File: src/rtl/bank_issue_queue.sv
// bank_issue_queue: in-order request FIFO and scheduler in front of the 8-bank data memory.
// Latency: a request accepted at edge N starts its bank at edge N+1 when the queue is empty
//          and the bank is idle; the tagged response is registered one cycle after bank_done.
// Backpressure: req_ready drops when the FIFO holds DEPTH entries. A blocked head stalls the
//               whole queue because issue is strictly in order. Responses cannot be backpressured.
//
// Ports:
//   clk, reset           clock, asynchronous active-high reset
//   req_*                request in (valid/ready); addr[2:0] = bank, addr[8:3] = bank row
//   bank_start/addr/rw/wdata  registered issue to the banks (start is a one-cycle one-hot pulse)
//   bank_ready/done/rdata     per-bank status and read data (bank b at [32b+31:32b])
//   resp_*               one-cycle tagged response pulse
//   err                  sticky, set when more than one bank_done bit is seen in one cycle
//   stall_cnt            present only when PERF_CNT_EN is defined: saturating count of
//                        cycles in which the head is valid but not issued
module bank_issue_queue #(
    parameter int DEPTH = 4,
    parameter int TAG_W = 6
) (
    input  logic               clk,
    input  logic               reset,
    input  logic               req_valid,
    output logic               req_ready,
    input  logic [8:0]         req_addr,
    input  logic               req_rw,
    input  logic [31:0]        req_wdata,
    input  logic [TAG_W-1:0]   req_tag,
    output logic [7:0]         bank_start,
    output logic [5:0]         bank_addr,
    output logic               bank_rw,
    output logic [31:0]        bank_wdata,
    input  logic [7:0]         bank_ready,
    input  logic [7:0]         bank_done,
    input  logic [255:0]       bank_rdata,
    output logic               resp_valid,
    output logic [TAG_W-1:0]   resp_tag,
    output logic               resp_rw,
    output logic [31:0]        resp_rdata,
    output logic               err
`ifdef PERF_CNT_EN
    ,
    output logic [15:0]        stall_cnt
`endif
);

    localparam int AW = $clog2(DEPTH);
    localparam int CW = AW + 1;

    typedef struct packed {
        logic [8:0]       addr;
        logic             rw;
        logic [31:0]      wdata;
        logic [TAG_W-1:0] tag;
    } req_t;

    req_t             fifo [DEPTH];
    logic [AW-1:0]    wr_ptr;
    logic [AW-1:0]    rd_ptr;
    logic [CW-1:0]    count;

    logic [7:0]       busy;
    logic [7:0]       busy_nxt;
    logic [TAG_W-1:0] tag_reg [8];
    logic [7:0]       rw_reg;

    req_t             head;
    logic             head_vld;
    logic [2:0]       head_bank;
    logic             issue;
    logic             push;
    logic [7:0]       done_hit;
    logic             resp_hit;
    logic [2:0]       resp_idx;
    logic             multi_done;

    // Ready depends on occupancy only, so a full queue rejects a push even in a pop cycle.
    assign req_ready  = (count < CW'(DEPTH));
    assign push       = req_valid & req_ready;

    assign head       = fifo[rd_ptr];
    assign head_vld   = (count != '0);
    assign head_bank  = head.addr[2:0];
    // A busy bank finishing this cycle may take the next element on the same edge.
    assign issue      = head_vld & bank_ready[head_bank] &
                        (~busy[head_bank] | bank_done[head_bank]);

    // Only completions of tracked elements produce responses; stray pulses are dropped.
    assign done_hit   = bank_done & busy;
    assign multi_done = ($countones(bank_done) > 1);

    // Lowest-index completion wins the single response slot.
    always_comb begin
        resp_hit = 1'b0;
        resp_idx = 3'd0;
        for (int i = 7; i >= 0; i--) begin
            if (done_hit[i]) begin
                resp_hit = 1'b1;
                resp_idx = 3'(i);
            end
        end
    end

    // Completion clears busy, a same-edge reissue sets it again.
    always_comb begin
        busy_nxt = busy & ~bank_done;
        if (issue) begin
            busy_nxt[head_bank] = 1'b1;
        end
    end

    // Storage needs no reset: entries are only read while count says they are valid.
    always_ff @(posedge clk) begin
        if (push) begin
            fifo[wr_ptr] <= '{addr: req_addr, rw: req_rw, wdata: req_wdata, tag: req_tag};
        end
    end

    always_ff @(posedge clk or posedge reset) begin
        if (reset) begin
            wr_ptr <= '0;
            rd_ptr <= '0;
            count  <= '0;
        end else begin
            if (push) begin
                wr_ptr <= wr_ptr + AW'(1);
            end
            if (issue) begin
                rd_ptr <= rd_ptr + AW'(1);
            end
            case ({push, issue})
                2'b10:   count <= count + CW'(1);
                2'b01:   count <= count - CW'(1);
                default: count <= count;
            endcase
        end
    end

    always_ff @(posedge clk or posedge reset) begin
        if (reset) begin
            busy       <= '0;
            rw_reg     <= '0;
            for (int i = 0; i < 8; i++) begin
                tag_reg[i] <= '0;
            end
            bank_start <= '0;
            bank_addr  <= '0;
            bank_rw    <= 1'b0;
            bank_wdata <= '0;
        end else begin
            busy       <= busy_nxt;
            bank_start <= '0;
            if (issue) begin
                bank_start         <= 8'd1 << head_bank;
                bank_addr          <= head.addr[8:3];
                bank_rw            <= head.rw;
                bank_wdata         <= head.wdata;
                tag_reg[head_bank] <= head.tag;
                rw_reg[head_bank]  <= head.rw;
            end
        end
    end

    // Response fields hold their last value between pulses; only resp_valid is pulsed.
    always_ff @(posedge clk or posedge reset) begin
        if (reset) begin
            resp_valid <= 1'b0;
            resp_tag   <= '0;
            resp_rw    <= 1'b0;
            resp_rdata <= '0;
            err        <= 1'b0;
        end else begin
            resp_valid <= resp_hit;
            if (resp_hit) begin
                resp_tag   <= tag_reg[resp_idx];
                resp_rw    <= rw_reg[resp_idx];
                resp_rdata <= rw_reg[resp_idx] ? 32'd0 : bank_rdata[{resp_idx, 5'b0} +: 32];
            end
            if (multi_done) begin
                err <= 1'b1;
            end
        end
    end

`ifdef PERF_CNT_EN
    always_ff @(posedge clk or posedge reset) begin
        if (reset) begin
            stall_cnt <= '0;
        end else if (head_vld && !issue && stall_cnt != 16'hFFFF) begin
            stall_cnt <= stall_cnt + 16'd1;
        end
    end
`endif

endmodule

File: config.mk
export PLATFORM = sky130hd
export DESIGN_NAME = bank_issue_queue
export DESIGN_NICKNAME = d
export VERILOG_FILES = /design/src/rtl/bank_issue_queue.sv
export SDC_FILE = /design/constraint.sdc
export NUM_CORES = 1
export LEC_CHECK = 0
export CORE_MARGIN = 1.5
export CORE_UTILIZATION = 45
export DETAILED_ROUTE_END_ITERATION = 8
export DONT_BUFFER_PORTS = 1
export PLACE_DENSITY = 0.63
export REMOVE_ABC_BUFFERS = 1
export SYNTH_ARGS = -nofsm -noshare
export SYNTH_HDL_FRONTEND = slang
export SYNTH_SLANG_ARGS = --single-unit
File: constraint.sdc
create_clock -name clk -period 5 [get_ports clk]
set_input_delay 1 -clock clk [delete_from_list [all_inputs] [get_ports clk]]
set_output_delay 1 -clock clk [all_outputs]
set_load 0.05 [all_outputs]
==> results by group, run 1 <==
Drt
  – Total wire length: around 43 mm
  – Detail Route Antenna Nets: 0
  – Post-DR vias/cell: approximately 6
  – Routed vias: about 9.5k
  – Violation count after the first detailed-routing iteration: 580
  – Drt wl/cell: around 27 um
  – Number of iterations in the first detailed-routing pass: 5
  – DRC violations left: 0

Logic synthesis
  – Xor/xnor cell area share of the yosys netlist: 0.00328
  – Compound-cell area share of the yosys netlist: 0.0753
  – Area share of the largest cell type after synthesis: 0.360
  – Largest cells by area after synthesis: edfxtp_1 36%, dfrtp_1 25%, mux4_2 9.3%, mux2_2 5.8%, mux2_4 3.5%
  – Post-Synthesis Cell Area: 0.0160 mm^2
  – Distinct cell type count after synthesis: 55
  – Primary FF master, synth: edfxtp_1
  – Synthesized area per cell: 14.9 um^2
  – Number of enable-type register cells in the synthesized netlist: 192
  – Synth Register Bits: roughly 350
  – Simple-gate share of the synthesized area: 0.0572
  – Area leader, netlist: edfxtp_1
  – Adder and majority gate portion of the synthesized area: 0.0125
  – Async SR Flop Fraction: 0.453
  – Total number of yosys warnings: 0
  – Register area share after synthesis: 0.608
  – Cells after Synth: around 1.1k
  – Main combinational cell family by area after synthesis: multiplexers
  – Mux contribution to synthesized area: 0.216

Global routing
  – Vias in the first global route: just under 10k
  – Largest net degree at the start of global routing: between 100 and 150
  – Number of antenna violations at the first check in global routing: 15
  – Overall track demand over capacity in global routing: 0.232
  – Wire length of the first global-routing pass: between 60 and 70 mm
  – Global-route congestion overflow total: 0

Power
  – Leakage power total: about 6.8 nW
  – Power per Cell Area: roughly 760 mW/mm^2
  – VDD IR-drop max: between 0.0005 and 0.0006 V

Job
  – Count of maximum capacitance violations: 0

Final layout
  – Synth-to-Final Area Change: 11.2%
  – Multi-input combinational cell area: 0.00589 mm^2
  – Post-route design area: about 0.018 mm^2
  – Fraction of final layout cells sized beyond drive strength 1: 0.265
  – Commonest non-fill, non-tap cells in the layout: 192 x edfxtp_1, 157 x dfrtp_1, 99 x nand2_1
  – Sequential cell area: slightly below 0.01 mm^2
  – Fill count: 2897
  – Final core utilization: 0.512
  – Post-layout instance count excluding filler cells: 1571
  – Most common cell after layout, fill and taps aside: edfxtp_1
  – Layout Nets: 1408
  – Flip-flop count of the largest register, all copies and words added: 192

Clock tree
  – Post-CTS Resized: 0
  – Buffer type at the clock tree root: clkbuf_16
  – Count of buffers added by post-CTS timing repair for setup: 0
  – Clock transition time at the flip-flop clock pins of the worst setup and hold paths: 0.06 ns
  – Clock Latency Late Sink: between 0.5 and 0.6 ns
  – Maximum level of the CTS H-tree: 2
  – Number of hold buffers added after CTS: 0
  – CTS Buf Count: 39
  – CTS tree: built
  – Clock Sink Count: between 300 and 400
  – Clock tree buffer depth: 3

Die
  – Die boundary height: roughly 190 um
  – Ports placed on the boundary: 412
  – Placeable core region: approximately 0.035 mm^2
  – X dimension of the die: roughly 190 um
  – Number of cell rows: about 70
  – Die footprint: 0.0367 mm^2
  – Starting utilization of the core area: 0.460

Timing
  – Final critical delay including setup and external delays: between 3 and 4 ns
  – Max Clock Skew: roughly 0.026 ns
  – Actual transition at the worst max-transition pin: around 1.1 ns
  – Worst setup margin: 1.44 ns
  – Final setup viols: 0
  – Slew headroom: 0.295
  – Post-route fraction of the period consumed by the critical path: 0.711
  – Unrepaired setup endpoints after global routing: false
  – Hold Vio Cnt, Final: 0
  – Max-slew violation total from the final report: 0
  – Highest attainable clock frequency: 0.281 GHz

Place
  – Number of instances in the placed design: between 1k and 1.5k
  – Detail Placement HPWL: 29.4 mm
  – Post-placement cell area: around 0.017 mm^2
  – Pre-CTS setup slack: around 1.2 ns
  – Count of port buffers added during placement: 0
  – Routability Congestion: about 0.91

Worst setup path
  – Destination of the worst register-to-register timing path: bank_addr[5]
  – Type of element capturing the critical path: flip-flop
  – Depth of the worst register-to-register path: 7
  – Master of the slowest instance on the critical path: mux4_2
  – Critical register-to-register path startpoint: rd_ptr[0]
  – Startpoint class of the critical path: flip-flop
  – CP Class: flip-flop to flip-flop
  – CP Max Fanout: around 40
  – Stage delay of the slowest cell on the critical path: between 0.6 and 0.7 ns
  – Cell Chain, Critical Path: mux4_2, mux4_2, a21oi_1, nor2b_1, a211o_2, buf_4, mux2_2
  – Arrival time at the worst endpoint: a little under 4 ns
  – Cell with the most instances on the worst path: mux4_2
  – Largest delay share family, worst path: multiplexers
  – Data required time at the worst endpoint: between 5 and 6 ns
  – Count of buffering cells on the critical path with inverters included: 1
  – Register-to-Register Setup Slack: approximately 1.4 ns

Hold path
  – Type of the tightest min-delay check: primary input to async pin

Run status
  – Outcome: completed
[cell families (layout without fill, tap and decap cells)]
| logic type | count (synthesis) | after routing |
|---|---|---|
| buf+inv | 103 | 131 |
| fa+ha+maj | 13 | 13 |
| simple gates | 200 | 200 |
| compound gates | 167 | 167 |
| flops | 351 | 351 |
| other cells | 0 | 15 |
| mux | 233 | 233 |
| xor+xnor | 6 | 6 |
[worst max-delay path by stage]
stage,startpoint,endpoint,slack (ns),cells past startpoint
6_report,rd_ptr[0],bank_addr[5],1.44,7
5_1_grt,rd_ptr[0],bank_addr[5],1.33,7
4_1_cts,rd_ptr[0],bank_addr[5],1.42,7
3_5_place_dp,bank_done[0],resp_rdata[14],1.18,7
3_3_place_gp,bank_done[0],resp_rdata[26],1.34,6
2_1_floorplan,rd_ptr[0],count[2],-0.94,12
[synth_stat cells (all sizes together) (3+ instances only)]
cell,number
a2bb2oi,4
a22oi,3
a211o,3
o22ai,3
a22o,3
clkbuf,52
nand2,99
a211oi,6
dfrtp,159
ha,8
nor2b,10
nand3,46
and2,10
fa,5
mux2,127
a221o,13
nor2,14
mux2i,40
a21oi,8
o211ai,22
mux4,66
o21ai,48
and3,10
inv,36
xnor2,4
a31oi,7
a32oi,22
o2bb2ai,11
edfxtp,192
nand2b,6
buf,15
[layer usage]
| metal | wire [um] | vias to the layer above | GRT usage |
|---|---|---|---|
| met5 | 0 | - | 0 |
| met4 | 1140 | 0 | 0.111 |
| met3 | 3550 | 71 | 0.0749 |
| met2 | 21500 | 400 | 0.372 |
| met1 | 16800 | 4924 | 0.285 |
| li1 | - | 4148 | - |
[stage by stage]
step / hold WS (ns) / power, mW / TNS (ns)
final: 0.454 / 13.6 / 0
after global routing: 0.509 / 14.4 / 0
after CTS: 0.489 / 13.8 / 0
after detailed placement: 0.476 / 10.9 / 0
after global placement: 0.468 / 10.8 / 0
after floorplan: 0.458 / 9.52 / -87.25
[cell type report]
type	instances	share of cell area
Sequential cell	351	0.547
Antenna cell	15	0.00211
Inverter	36	0.00786
Clock inverter	23	0.0119
Multi-Input combinational cell	619	0.330
Tap cell	455	0.0319
Timing Repair Buffer	25	0.0105
Clock buffer	47	0.0581
[where the power goes]
part | internal, mW | switching, mW
Sequential | 3.92 | 1.64
Combinational | 2.52 | 2.73
Clock | 1.64 | 1.17
Total | 8.08 | 5.55
No activity file was read; power rests on OpenSTA's default activity.
==> run 2: changes to the inputs <==
- clock period: 5 -> 2.9 ns (I/O delays scaled with it)
==> run 2 against run 1 <==
  * The run now ends with setup timing left
  * Largest cell class unchanged
  * Register-to-register slack lost 1.5 ns
  * Highest routed layer is now met5
  * Combinational power rose by 88%
  * Final cell count is 2.4% higher
  * Critical endpoint is now count[2]
  * Design area up 3.1%
  * Clock skew decreased by 0.0018 ns
  * Total power grew 79%
==> results by group, run 2 (same netlist as run 1, synthesis figures left out) <==
Run status
  – Outcome: finished, violations left
  – Failing checks: setup timing

Timing
  – Hold Vio Cnt, Final: 0
  – Max-slew violation total from the final report: 0
  – Worst setup margin: -0.0869 ns
  – Max Clock Skew: 0.0243 ns
  – Actual transition at the worst max-transition pin: 0.964 ns
  – Final setup viols: 24
  – Highest attainable clock frequency: between 0.3 and 0.4 GHz
  – Post-route fraction of the period consumed by the critical path: 1.03
  – Final critical delay including setup and external delays: roughly 3.0 ns
  – Slew headroom: 0.358
  – Worst hold-check slack: between 0.1 and 0.15 ns
  – Unrepaired setup endpoints after global routing: true

Clock tree
  – Clock Latency Late Sink: 0.54 ns
  – Clock Sink Count: roughly 350
  – Maximum level of the CTS H-tree: 2
  – Clock transition time at the flip-flop clock pins of the worst setup and hold paths: roughly 0.060 ns
  – Clock tree buffer depth: 3
  – Buffer type at the clock tree root: clkbuf_16
  – CTS tree: built
  – CTS Buf Count: 38

Die
  – Ports placed on the boundary: approximately 410
  – X dimension of the die: approximately 190 um
  – Starting utilization of the core area: 0.460
  – Placeable core region: about 0.035 mm^2
  – Die boundary height: approximately 190 um
  – Die footprint: between 0.03 and 0.04 mm^2
  – Number of cell rows: 68

Global routing
  – Vias in the first global route: 9756
  – Global-route congestion overflow total: 0
  – Largest net degree at the start of global routing: 56
  – Wire length of the first global-routing pass: between 60 and 70 mm
  – Overall track demand over capacity in global routing: 0.230
  – Number of antenna violations at the first check in global routing: 13

Power
  – Leakage power total: 7.05 nW
  – Overall power: around 24 mW
  – Power per Cell Area: ~1300 mW/mm^2
  – VDD IR-drop max: 0.000680 V

Worst setup path
  – Data required time at the worst endpoint: 3.36 ns
  – Startpoint class of the critical path: flip-flop
  – Arrival time at the worst endpoint: approximately 3.4 ns
  – CP Class: flip-flop to flip-flop
  – CP Max Fanout: 5
  – Type of element capturing the critical path: flip-flop
  – Depth of the worst register-to-register path: 12

Job
  – Count of maximum capacitance violations: 0

Drt
  – Routed vias: around 9.5k
  – Number of iterations in the first detailed-routing pass: 4
  – Total wire length: between 40 and 50 mm
  – Post-DR vias/cell: 5.90
  – Drt wl/cell: ~26 um
  – DRC violations left: 0
  – Detail Route Antenna Nets: 0
  – Violation count after the first detailed-routing iteration: between 400 and 500

Final layout
  – Post-route design area: approximately 0.018 mm^2
  – Commonest non-fill, non-tap cells in the layout: 192 x edfxtp_1, 157 x dfrtp_1, 99 x nand2_1
  – Flip-flop count of the largest register, all copies and words added: between 150 and 200
  – Synth-to-Final Area Change: 14.7%
  – Layout Nets: 1450
  – Final core utilization: 0.528
  – Fraction of final layout cells sized beyond drive strength 1: 0.297
  – Most common cell after layout, fill and taps aside: edfxtp_1

Hold path
  – Hold-critical path depth: 1
  – Type of the tightest min-delay check: primary input to flip-flop

Place
  – Routability Congestion: between 0.8 and 0.9
  – Post-placement cell area: roughly 0.017 mm^2
  – Count of port buffers added during placement: 0
  – Detail Placement HPWL: 30.0 mm
run 2: cell type report:
| cell class | count | area, um^2 |
|---|---|---|
| Antenna cell | 12 | 30.0 |
| Multi-Input combinational cell | 619 | 5940 |
| Sequential cell | 351 | 9750 |
| Clock buffer | 45 | 987 |
| Timing Repair Buffer | 68 | 683 |
| Tap cell | 455 | 569 |
| Fill cell | 2838 | 16400 |
| Clock inverter | 22 | 284 |
| Inverter | 36 | 140 |
run 2: repair_timing:
action / 4_1_cts / 5_1_grt
pin swaps: 6 / 4
setup endpoints to repair: 30 / 43
gates resized for setup: 7 / 5
buffers inserted: 1 / 0
hold endpoints to repair: 6 / 0
hold buffers: 1 / 0
run 2: metrics by stage:
stage,setup WS (ns),instances,setup TNS (ns)
floorplan,-3.04,1006,-600.64
global placement,-0.249,1528,-0.965
detailed placement,-0.311,1528,-1.51
CTS,-0.106,1596,-1.86
global route,-0.216,1606,-4.31
finish,-0.0869,1608,-0.746
run 2: power by group:
part,leakage (nW),switching [mW],internal (mW)
clock network,0.629,1.97,2.98
registers,3.70,2.79,6.76
logic,2.72,4.90,4.95
run 2: worst max-delay path: stages, from the launching register on:
cell	delay, ns
dfrtp_4	0.45
mux4_2	0.61
and2_4	0.21
a221oi_4	0.29
a32oi_2	0.09
a211o_2	0.30
inv_2	0.07
ha_4	0.13
inv_2	0.03
fa_2	0.32
xor2_1	0.14
nor2_1	0.11
xnor2_1	0.13
run 2: path summary, 6_finish.rpt:
path	from	to	slack [ns]
min in group asynchronous	reset	bank_wdata[5]	0.61
setup / recovery	rd_ptr[0]	count[2]	-0.09
hold reg to reg	tag_reg[45]	tag_reg[45]	0.49
setup reg to reg	rd_ptr[0]	count[2]	-0.09
max in group asynchronous	reset	resp_rdata[13]	1.51
hold / removal	bank_done[0]	busy[0]	0.13
run 2: per-layer routing:
metal,GRT usage,up-vias,share of wire
li1,-,4213,-
met2,0.386,397,0.50
met1,0.271,4789,0.37
met5,0,-,0.00063
met4,0.0919,4,0.031
met3,0.0777,80,0.092
==> run 3: changes to the inputs <==
- DONT_BUFFER_PORTS: 1 -> unset
- PLACE_DENSITY: 0.63 -> 0.78
==> run 3 against run 2 <==
  * The run still ends with setup timing left
  * Setup slack worse by 0.026 ns
  * Highest routed layer unchanged
  * Final cell count up 29%
  * Sequential power down 20%
  * Clock power up 4%
  * Critical path depth up 1
  * Global-route usage up 4.1 points
==> results by group, run 3 (same netlist as run 1, synthesis figures left out) <==
Final layout
  – Flip-flop count of the largest register, all copies and words added: ~190
  – Commonest non-fill, non-tap cells in the layout: 408 x clkdlybuf4s50_1, 192 x edfxtp_1, 157 x dfrtp_1
  – Fill count: about 2.5k
  – Multi-input combinational cell area: around 0.0060 mm^2
  – Final core utilization: 0.666
  – Most common cell after layout, fill and taps aside: clkdlybuf4s50_1
  – Fraction of final layout cells sized beyond drive strength 1: 0.258
  – Layout Nets: around 1.9k
  – Sequential cell area: about 0.0097 mm^2
  – Synth-to-Final Area Change: 44.7%

Die
  – Ports placed on the boundary: slightly above 400
  – Placeable core region: between 0.03 and 0.04 mm^2
  – Die boundary height: approximately 190 um
  – X dimension of the die: approximately 190 um
  – Die footprint: around 0.037 mm^2
  – Number of cell rows: approximately 70
  – Starting utilization of the core area: 0.460

Clock tree
  – Clock transition time at the flip-flop clock pins of the worst setup and hold paths: about 0.06 ns
  – CTS tree: built
  – Clock Latency Late Sink: between 0.5 and 0.6 ns
  – Number of hold buffers added after CTS: 0
  – Clock tree buffer depth: 3
  – CTS Buf Count: 39
  – Clock Sink Count: about 350
  – Maximum level of the CTS H-tree: 2
  – Buffer type at the clock tree root: clkbuf_16

Worst setup path
  – Register-to-Register Setup Slack: -0.11 ns
  – Destination of the worst register-to-register timing path: count[2]
  – CP Max Fanout: 5
  – Data required time at the worst endpoint: around 3.4 ns
  – CP Class: flip-flop to flip-flop
  – Critical register-to-register path startpoint: rd_ptr[0]
  – Depth of the worst register-to-register path: 13
  – Arrival time at the worst endpoint: ~3.5 ns
  – Type of element capturing the critical path: flip-flop
  – Startpoint class of the critical path: flip-flop

Timing
  – Hold Vio Cnt, Final: 0
  – Post-route setup TNS: -0.146 ns
  – Max Clock Skew: 0.0132 ns
  – Max-slew violation total from the final report: 0
  – Final setup viols: 2
  – Worst setup margin: -0.113 ns
  – Slew headroom: 0.362
  – Final critical delay including setup and external delays: ~3 ns
  – Post-route fraction of the period consumed by the critical path: 1.04
  – Unrepaired setup endpoints after global routing: true
  – Actual transition at the worst max-transition pin: roughly 0.96 ns
  – Highest attainable clock frequency: 0.332 GHz

Drt
  – Post-DR vias/cell: roughly 5.7
  – Total wire length: 50.4 mm
  – Detail Route Antenna Nets: 0
  – DRC violations left: 0
  – Violation count after the first detailed-routing iteration: roughly 700
  – Number of iterations in the first detailed-routing pass: 6
  – Routed vias: 11.8k
  – Drt wl/cell: 24.2 um

Run status
  – Failing checks: setup timing
  – Outcome: finished, violations left

Power
  – Overall power: between 20 and 30 mW
  – VDD IR-drop max: 0.00105 V
  – Leakage power total: ~9.0 nW
  – Power per Cell Area: 1180 mW/mm^2

Global routing
  – Global-route congestion overflow total: 0
  – Number of antenna violations at the first check in global routing: 15
  – Vias in the first global route: about 13k
  – Overall track demand over capacity in global routing: 0.271
  – Wire length of the first global-routing pass: 74.1 mm
  – Largest net degree at the start of global routing: 54

Place
  – Count of port buffers added during placement: 411
  – Routability Congestion: 0.988
  – Detail Placement HPWL: about 36 mm
  – Pre-CTS setup slack: -0.822 ns

Job
  – Count of maximum capacitance violations: 0

Hold path
  – Type of the tightest min-delay check: primary input to async pin
run 3: cell types whose count changed in the layout (fill, tap and decap cells not counted), moves of 2 or more:
cell             previous run  this run
clkinv_2                   10         8
clkinv_4                    0         2
inv_1                      33        30
clkbuf_1                    6         4
and2_1                      4         2
buf_4                      52        97
clkdlybuf4s50_1             0       408
clkbuf_2                    0         3
clkbuf_16                  38        42
inv_2                       2         5
buf_12                     13        23
nand3_2                     0         2
nand3_1                    46        44
clkbuf_8                    1         4
run 3: metrics by stage:
stage	hold slack, ns	instance area [um^2]	cells
after floorplan	0.458	15700	1006
after global placement	0.461	21600	1990
after detailed placement	0.472	21600	1990
after CTS	0.335	23100	2067
after global routing	0.342	23200	2077
final	0.346	23200	2080
run 3: repair_timing:
action / 4_1_cts / 5_1_grt
cloned: 0 / 2
buffers inserted: 6 / 3
pin swaps: 8 / 11
endpoints found under the setup margin: 12 / 102
gates resized for setup: 18 / 20
run 3: report_power, final:
group          leakage [nW]  internal (mW)  switching, mW
Clock                 0.662           3.09           2.04
Combinational          4.66           6.97           7.65
Sequential             3.70           6.80          0.794
Total                  9.01           16.9           10.5
run 3: worst max-delay path: stages, from the launching register on:
cell,delay [ns]
dfrtp_4,0.46
mux4_2,0.59
buf_6,0.16
mux2i_1,0.13
mux2i_1,0.10
and3_1,0.17
a211o_2,0.36
inv_2,0.08
ha_4,0.13
inv_2,0.03
fa_2,0.32
xor2_1,0.15
nor2_1,0.11
xnor2_1,0.13
run 3: layer usage:
layer  global-route usage  wire length [um]
met1                0.316             18300
met2                0.467             25500
met3               0.0654              4260
met4                0.132              2200
met5                    0                46
run 3: layout make-up:
type                            instances  area share
Clock inverter                         23      0.0116
Multi-Input combinational cell        619       0.258
Inverter                               36     0.00605
Timing Repair Buffer                  536       0.232
Sequential cell                       351       0.421
Clock buffer                           48      0.0462
Antenna cell                           12     0.00130
Tap cell                              455      0.0246
run 3: worst max-delay path by stage:
stage | depth (start not counted) | to | start
2_1_floorplan | 12 | count[2] | rd_ptr[0]
3_3_place_gp | 13 | err | bank_done[0]
3_5_place_dp | 13 | err | bank_done[0]
4_1_cts | 12 | count[2] | rd_ptr[0]
5_1_grt | 13 | count[2] | rd_ptr[0]
6_report | 13 | count[2] | rd_ptr[0]
